<file path="src/rtl/rgb_fader_if.sv">
// Command channel of the RGB colour sequencer: one colour/timing command per
// valid/ready transfer.
interface rgb_fader_if #(
  parameter int WIDTH = 8,
  parameter int DIV_W = 16
);
  logic             cmd_valid;
  logic             cmd_ready;
  logic [WIDTH-1:0] cmd_r;
  logic [WIDTH-1:0] cmd_g;
  logic [WIDTH-1:0] cmd_b;
  logic [DIV_W-1:0] cmd_interval;
  logic [DIV_W-1:0] cmd_hold;

  modport master (
    output cmd_valid, cmd_r, cmd_g, cmd_b, cmd_interval, cmd_hold,
    input  cmd_ready
  );

  modport slave (
    input  cmd_valid, cmd_r, cmd_g, cmd_b, cmd_interval, cmd_hold,
    output cmd_ready
  );
endinterface

</file>
<file path="src/rtl/rgb_fader.sv">
// Colour sequencer: slews r/g/b linearly toward a commanded target, holds it,
// then pulses done. Feeds the duty inputs of the RGB PWM driver.
module rgb_fader #(
  parameter int WIDTH      = 8,
  parameter int DIV_W      = 16,
  parameter int HOLD_SHIFT = 8
) (
  input  logic             clk,
  input  logic             rst_n,
  rgb_fader_if.slave       cmd,
  input  logic             abort_i,
  output logic [WIDTH-1:0] r_o,
  output logic [WIDTH-1:0] g_o,
  output logic [WIDTH-1:0] b_o,
  output logic             busy_o,
  output logic             done_o
);
  localparam int HW = DIV_W + HOLD_SHIFT;
  localparam logic [WIDTH-1:0] ONE_W = {{(WIDTH-1){1'b0}}, 1'b1};

  typedef enum logic [1:0] {
    S_IDLE = 2'd0,
    S_FADE = 2'd1,
    S_HOLD = 2'd2
  } state_t;

  state_t           state_q, state_d;
  logic [WIDTH-1:0] r_q, r_d, g_q, g_d, b_q, b_d;
  logic [WIDTH-1:0] tr_q, tr_d, tg_q, tg_d, tb_q, tb_d;
  logic [DIV_W-1:0] ival_q, ival_d, hold_q, hold_d, cnt_q, cnt_d;
  logic [HW-1:0]    hcnt_q, hcnt_d;
  logic             done_q, done_d;
  logic             arrived_s;
  logic [HW-1:0]    hold_last_s;

  // Moving by one only when unequal guarantees no overshoot or wrap.
  function automatic logic [WIDTH-1:0] step_toward(input logic [WIDTH-1:0] cur,
                                                   input logic [WIDTH-1:0] tgt);
    if (cur < tgt) begin
      return cur + ONE_W;
    end else if (cur > tgt) begin
      return cur - ONE_W;
    end else begin
      return cur;
    end
  endfunction

  assign arrived_s   = (r_q == tr_q) && (g_q == tg_q) && (b_q == tb_q);
  assign hold_last_s = (HW'(hold_q) << HOLD_SHIFT) - HW'(1);

  // Next-state and datapath decisions; abort always wins and freezes outputs.
  always_comb begin
    state_d = state_q;
    r_d     = r_q;
    g_d     = g_q;
    b_d     = b_q;
    tr_d    = tr_q;
    tg_d    = tg_q;
    tb_d    = tb_q;
    ival_d  = ival_q;
    hold_d  = hold_q;
    cnt_d   = cnt_q;
    hcnt_d  = hcnt_q;
    done_d  = 1'b0;
    case (state_q)
      S_IDLE: begin
        if (abort_i) begin
          state_d = S_IDLE;
        end else if (cmd.cmd_valid) begin
          tr_d    = cmd.cmd_r;
          tg_d    = cmd.cmd_g;
          tb_d    = cmd.cmd_b;
          ival_d  = cmd.cmd_interval;
          hold_d  = cmd.cmd_hold;
          cnt_d   = '0;
          hcnt_d  = '0;
          state_d = S_FADE;
        end else begin
          state_d = S_IDLE;
        end
      end
      S_FADE: begin
        if (abort_i) begin
          state_d = S_IDLE;
        end else if (arrived_s) begin
          if (hold_q != '0) begin
            hcnt_d  = '0;
            state_d = S_HOLD;
          end else begin
            done_d  = 1'b1;
            state_d = S_IDLE;
          end
        end else if (ival_q == '0) begin
          r_d = tr_q;
          g_d = tg_q;
          b_d = tb_q;
        end else if (cnt_q == ival_q - DIV_W'(1)) begin
          cnt_d = '0;
          r_d   = step_toward(r_q, tr_q);
          g_d   = step_toward(g_q, tg_q);
          b_d   = step_toward(b_q, tb_q);
        end else begin
          cnt_d = cnt_q + DIV_W'(1);
        end
      end
      S_HOLD: begin
        if (abort_i) begin
          state_d = S_IDLE;
        end else if (hcnt_q == hold_last_s) begin
          done_d  = 1'b1;
          state_d = S_IDLE;
        end else begin
          hcnt_d = hcnt_q + HW'(1);
        end
      end
      default: begin
        state_d = S_IDLE;
      end
    endcase
  end

  // State, counters, latched command and duty registers.
  always_ff @(posedge clk or negedge rst_n) begin
    if (!rst_n) begin
      state_q <= S_IDLE;
      r_q     <= '0;
      g_q     <= '0;
      b_q     <= '0;
      tr_q    <= '0;
      tg_q    <= '0;
      tb_q    <= '0;
      ival_q  <= '0;
      hold_q  <= '0;
      cnt_q   <= '0;
      hcnt_q  <= '0;
      done_q  <= 1'b0;
    end else begin
      state_q <= state_d;
      r_q     <= r_d;
      g_q     <= g_d;
      b_q     <= b_d;
      tr_q    <= tr_d;
      tg_q    <= tg_d;
      tb_q    <= tb_d;
      ival_q  <= ival_d;
      hold_q  <= hold_d;
      cnt_q   <= cnt_d;
      hcnt_q  <= hcnt_d;
      done_q  <= done_d;
    end
  end

  assign cmd.cmd_ready = (state_q == S_IDLE);
  assign busy_o        = (state_q != S_IDLE);
  assign done_o        = done_q;
  assign r_o           = r_q;
  assign g_o           = g_q;
  assign b_o           = b_q;
endmodule

</file>
<file path="src/flat_wrapper.sv">
// flat-port wrapper written by rule: the top's interface ports become plain ports
module rgb_fader_flat 
#(
  parameter int WIDTH      = 8,
  parameter int DIV_W      = 16,
  parameter int HOLD_SHIFT = 8
)
  (clk, rst_n, abort_i, r_o, g_o, b_o, busy_o, done_o, cmd_cmd_valid, cmd_cmd_r, cmd_cmd_g, cmd_cmd_b, cmd_cmd_interval, cmd_cmd_hold, cmd_cmd_ready);
  rgb_fader_if #(.WIDTH(WIDTH), .DIV_W(DIV_W)) cmd_i ();
  input  logic clk;
  input  logic rst_n;
  input  logic abort_i;
  output logic [WIDTH-1:0] r_o;
  output logic [WIDTH-1:0] g_o;
  output logic [WIDTH-1:0] b_o;
  output logic busy_o;
  output logic done_o;
  input wire logic [$bits(cmd_i.cmd_valid)-1:0] cmd_cmd_valid;
  input wire logic [$bits(cmd_i.cmd_r)-1:0] cmd_cmd_r;
  input wire logic [$bits(cmd_i.cmd_g)-1:0] cmd_cmd_g;
  input wire logic [$bits(cmd_i.cmd_b)-1:0] cmd_cmd_b;
  input wire logic [$bits(cmd_i.cmd_interval)-1:0] cmd_cmd_interval;
  input wire logic [$bits(cmd_i.cmd_hold)-1:0] cmd_cmd_hold;
  output wire logic [$bits(cmd_i.cmd_ready)-1:0] cmd_cmd_ready;
  assign cmd_i.cmd_valid = cmd_cmd_valid;
  assign cmd_i.cmd_r = cmd_cmd_r;
  assign cmd_i.cmd_g = cmd_cmd_g;
  assign cmd_i.cmd_b = cmd_cmd_b;
  assign cmd_i.cmd_interval = cmd_cmd_interval;
  assign cmd_i.cmd_hold = cmd_cmd_hold;
  assign cmd_cmd_ready = cmd_i.cmd_ready;
  rgb_fader #(.WIDTH(WIDTH), .DIV_W(DIV_W), .HOLD_SHIFT(HOLD_SHIFT)) u_core (.clk(clk), .rst_n(rst_n), .cmd(cmd_i), .abort_i(abort_i), .r_o(r_o), .g_o(g_o), .b_o(b_o), .busy_o(busy_o), .done_o(done_o));
endmodule
</file>
<file path="config.mk">
export PLATFORM = sky130hd
export DESIGN_NAME = rgb_fader_flat
export DESIGN_NICKNAME = d
export VERILOG_FILES = /design/src/rtl/rgb_fader_if.sv /design/src/rtl/rgb_fader.sv /design/src/flat_wrapper.sv
export SDC_FILE = /design/constraint.sdc
export NUM_CORES = 1
export LEC_CHECK = 0
export BUFFER_PORTS_ARGS = -buffer_cell sky130_fd_sc_hd__buf_2
export CAP_MARGIN = 5
export CORE_AREA = 3 3 112 195
export DETAILED_ROUTE_END_ITERATION = 7
export DIE_AREA = 0 0 115 198
export HOLD_SLACK_MARGIN = 0.02
export PLACE_DENSITY_LB_ADDON = 0.2
export SLEW_MARGIN = 20
export SYNTH_ARGS = -nofsm -noshare
export SYNTH_HDL_FRONTEND = slang
export SYNTH_SLANG_ARGS = --single-unit
</file>
<file path="constraint.sdc">
create_clock -name clk -period 3.3 [get_ports clk]
set_input_delay 0.66 -clock clk [delete_from_list [all_inputs] [get_ports clk]]
set_output_delay 0.66 -clock clk [all_outputs]
set_load 0.01 [all_outputs]
</file>
==> summary.txt <==
Status
  – Status: finished, final reports clean

Yosys
  – Avg Cell Area, Syn: 9.57 sq um
  – Synth Flop Type: dfrtp_1
  – Sequential area share after synthesis: 37.7%
  – Unique masters post-synth: 69
  – Post-synth EDFFs: 0
  – Commonest cells post-synth: dfrtp_1 (123), nor2_1 (66), mux2_2 (58)
  – Post-synth top area share: 37.7%
  – Mapped Area: 8160 sq um
  – Warnings from Yosys: 0
  – Top-count cell post-synth: dfrtp_1
  – Post-Syn Nets: 966
  – Mapped Cells: 853
  – Seq cells post-synth: 123
  – Top post-synthesis cells by area: dfrtp_1 (38%), mux2_2 (8.0%), ha_1 (7.7%)
  – Post-synth top area cell: dfrtp_1
  – Async S/R FF share, synth: 100%

Floorplanning
  – I/O pin cnt: 87
  – Die ar.: 22,800 sq um
  – Die height: 198 microns
  – Starting Density: 40.1%
  – Row count: 69
  – Core Area: 20,400 sq um
  – Chip Width: 115 microns

Clock tree
  – Worst skew pair latency: 430 ps
  – # clock sinks: 123
  – Hold buffer count at cts: 0
  – Number of CTS-inserted buffers: 17
  – CTS tree: built
  – Reg clk slew, reported paths: 60 ps
  – Number of H-tree levels: 4
  – CTS Root Cell: clkbuf_16
  – Clk buf depth: 2

Detailed routing
  – Initial drt markers: 340
  – DR DRC count: 0
  – WL per Instance: 17.7 microns
  – First drt pass iteration count: 4
  – Final ANT Viol Nets: 0
  – Post-Route WL: 21,800 microns
  – DR vias/cell: 5.49
  – Vias: 6,748

Timing
  – Final setup vio count: 0
  – Final Max Tran Viols: 0
  – Final worst path period need: 3160 ps
  – Final setup TNS: 0 ps
  – Slew HR: 45.2%
  – Fmax: 0.316 GHz
  – Worst-Margin Slew: 817 ps
  – Fin. Hold Viols: 0
  – Clk_skew: 14.4 ps
  – RSZ-0062 raised after global routing: yes
  – Final worst-path cycle share: 95.9%

Worst setup path
  – Slowest stage cell, crit path: dfrtp_1
  – Top cell family by delay on the critical path: compound AO/OA/AOI/OAI gates
  – R2R depth: 15
  – Reg2reg end: u_core.g_o[7]
  – Critical path cell sequence: inv_2 -> ha_4 -> nor2b_1 -> o211ai_1 -> a21oi_2 -> a211o_4 -> ha_1 -> a21o_1 -> nand2_1 -> a21oi_1 -> nor4_1 -> nor3_1 -> xor2_1 -> a41oi_2 -> a2bb2oi_2
  – Critical path peak fanout: 7
  – Startpoint types: flop
  – FF-to-FF Start: u_core.tg_q[1]
  – Buf+Inv Stages, Crit Path: 1
  – R2r setup slk: 140 ps
  – Crit path arrival time: 3480 ps
  – CP Class: reg2reg
  – Worst setup EP type: flop
  – Critical path's largest stage delay: 380 ps
  – Required time worst endpoint: 3620 ps

Power
  – PwrDens: 499 nW/um^2
  – Total power: 4.88 mW
  – Leakage: 4.48 nW
  – Max VDD drop: 398 uV

Layout
  – Final Non-Filler Cells: 1,229
  – Nets@finish: 1,081
  – # fillers: 1,963
  – Area delta synth->final: 19.8%
  – N_diodes: 0
  – Fin area: 9780 sq um
  – Layout cell share with drive strength beyond 1: 25.2%

Global routing
  – Tot GR Track Use: 19.7%
  – Grt total ovfl: 0
  – Initial antenna violation count: 0
  – Number of global-route vias before repair: 7,181
  – First-pass GRT wire length: 35,300 microns
  – Largest net degree at the start of global routing: 75

Place
  – Placed Instances: 1,195
  – Placed cell areas: 9060 sq um
  – DP HPWL: 16,400 microns
  – Port bufs: 86
  – Gpl congestion: 0.883

Hold path
  – Worst min path class: in2async

Run
  – Max-Cap Viols: 0
## cell usage in the layout, fill, tap and decap left out, types with 6 or more instances in the layout
master	count
nand2b_1	9
clkbuf_16	17
mux2_2	58
xnor2_1	41
nor3_1	18
buf_4	38
nor4_1	6
or3_1	13
buf_2	85
o21ai_2	7
dfrtp_1	123
o31a_1	6
xor2_1	34
and3_1	10
o211ai_1	16
o22ai_1	7
o21ai_0	16
inv_1	54
a31oi_1	7
a21o_1	9
a21oi_1	38
nand3_1	45
o31ai_1	6
nor2b_1	9
ha_1	48
nand2_1	51
nand4_1	24
nor2_1	66
nor3b_1	7
## final cells by class
type / instances / area (sq um) / area share (%)
multi-input cells: 647 / 4820 / 49.3
flip-flops and latches: 123 / 3080 / 31.5
repair buffers: 124 / 731 / 7.47
clock buffers: 25 / 495 / 5.07
well taps: 248 / 310 / 3.17
inverters: 55 / 206 / 2.11
clock inverters: 7 / 135 / 1.38
## worst max-delay path by stage
| stage | startpoint | to | cells past startpoint |
|---|---|---|---|
| CTS | u_core.tb_q[1] | u_core.b_o[7] | 13 |
| global route | u_core.b_o[6] | u_core.b_o[7] | 12 |
| finish | u_core.tg_q[1] | u_core.g_o[7] | 15 |
| floorplan | u_core.b_o[1] | u_core.b_o[7] | 12 |
| global placement | u_core.tb_q[1] | u_core.b_o[7] | 14 |
| detailed placement | u_core.tb_q[1] | u_core.b_o[7] | 13 |
## power breakdown
| group | switching (mW) | internal, mW | total, mW | leakage [nW] |
|---|---|---|---|---|
| logic | 0.547 | 0.494 | 1.04 | 2.60 |
| registers | 0.169 | 1.65 | 1.82 | 1.57 |
| clock network | 0.671 | 1.34 | 2.01 | 0.311 |
| total | 1.39 | 3.49 | 4.88 | 4.48 |
## cell families after synthesis
logic type	count (synthesis)	share of synthesized area, %
AO/OA/AOI/OAI	159	13.6
multiplexers	61	8.37
AND/OR/NAND/NOR	299	19.7
adder cells (fa/ha/maj)	53	8.40
buffers and inverters	83	4.17
flip-flops	123	37.7
XOR/XNOR	75	8.05
## metrics by stage
step / hold WS (ps) / util (%) / setup WS [ps]
floorplan: 364 / - / 225
global route: 78.6 / 48.0 / -66.2
global placement: 488 / 44.5 / 130
detailed placement: 494 / 44.5 / 24.9
CTS: 84.1 / 47.6 / 33.6
finish: 81.3 / 48.0 / 136
## metal layers
layer / up-vias / global-route usage, % / wire length [microns]
li1: 3322 / - / -
met1: 3266 / 19.8 / 8030
met2: 119 / 37.6 / 12400
met3: 41 / 3.94 / 588
met4: 0 / 9.14 / 739
met5: - / 0 / 0
## timing repair
action / CTS / global route
setup endpoints to repair: 0 / 15
setup buffers: 0 / 2
gates resized for setup: 0 / 13
hold endpoints to repair: 0 / 0
## flip-flops by register name, indices dropped and copies added (netlist names)
register and flops:
u_core.state_q 2, u_core.ival_q 16, u_core.r_o 8, u_core.hold_q 16
u_core.g_o 8, u_core.b_o 8, u_core.tr_q 8, u_core.done_o 1
u_core.hcnt_q 24, u_core.tb_q 8, u_core.cnt_q 16, u_core.tg_q 8
No activity file was read; power rests on OpenSTA's default activity.
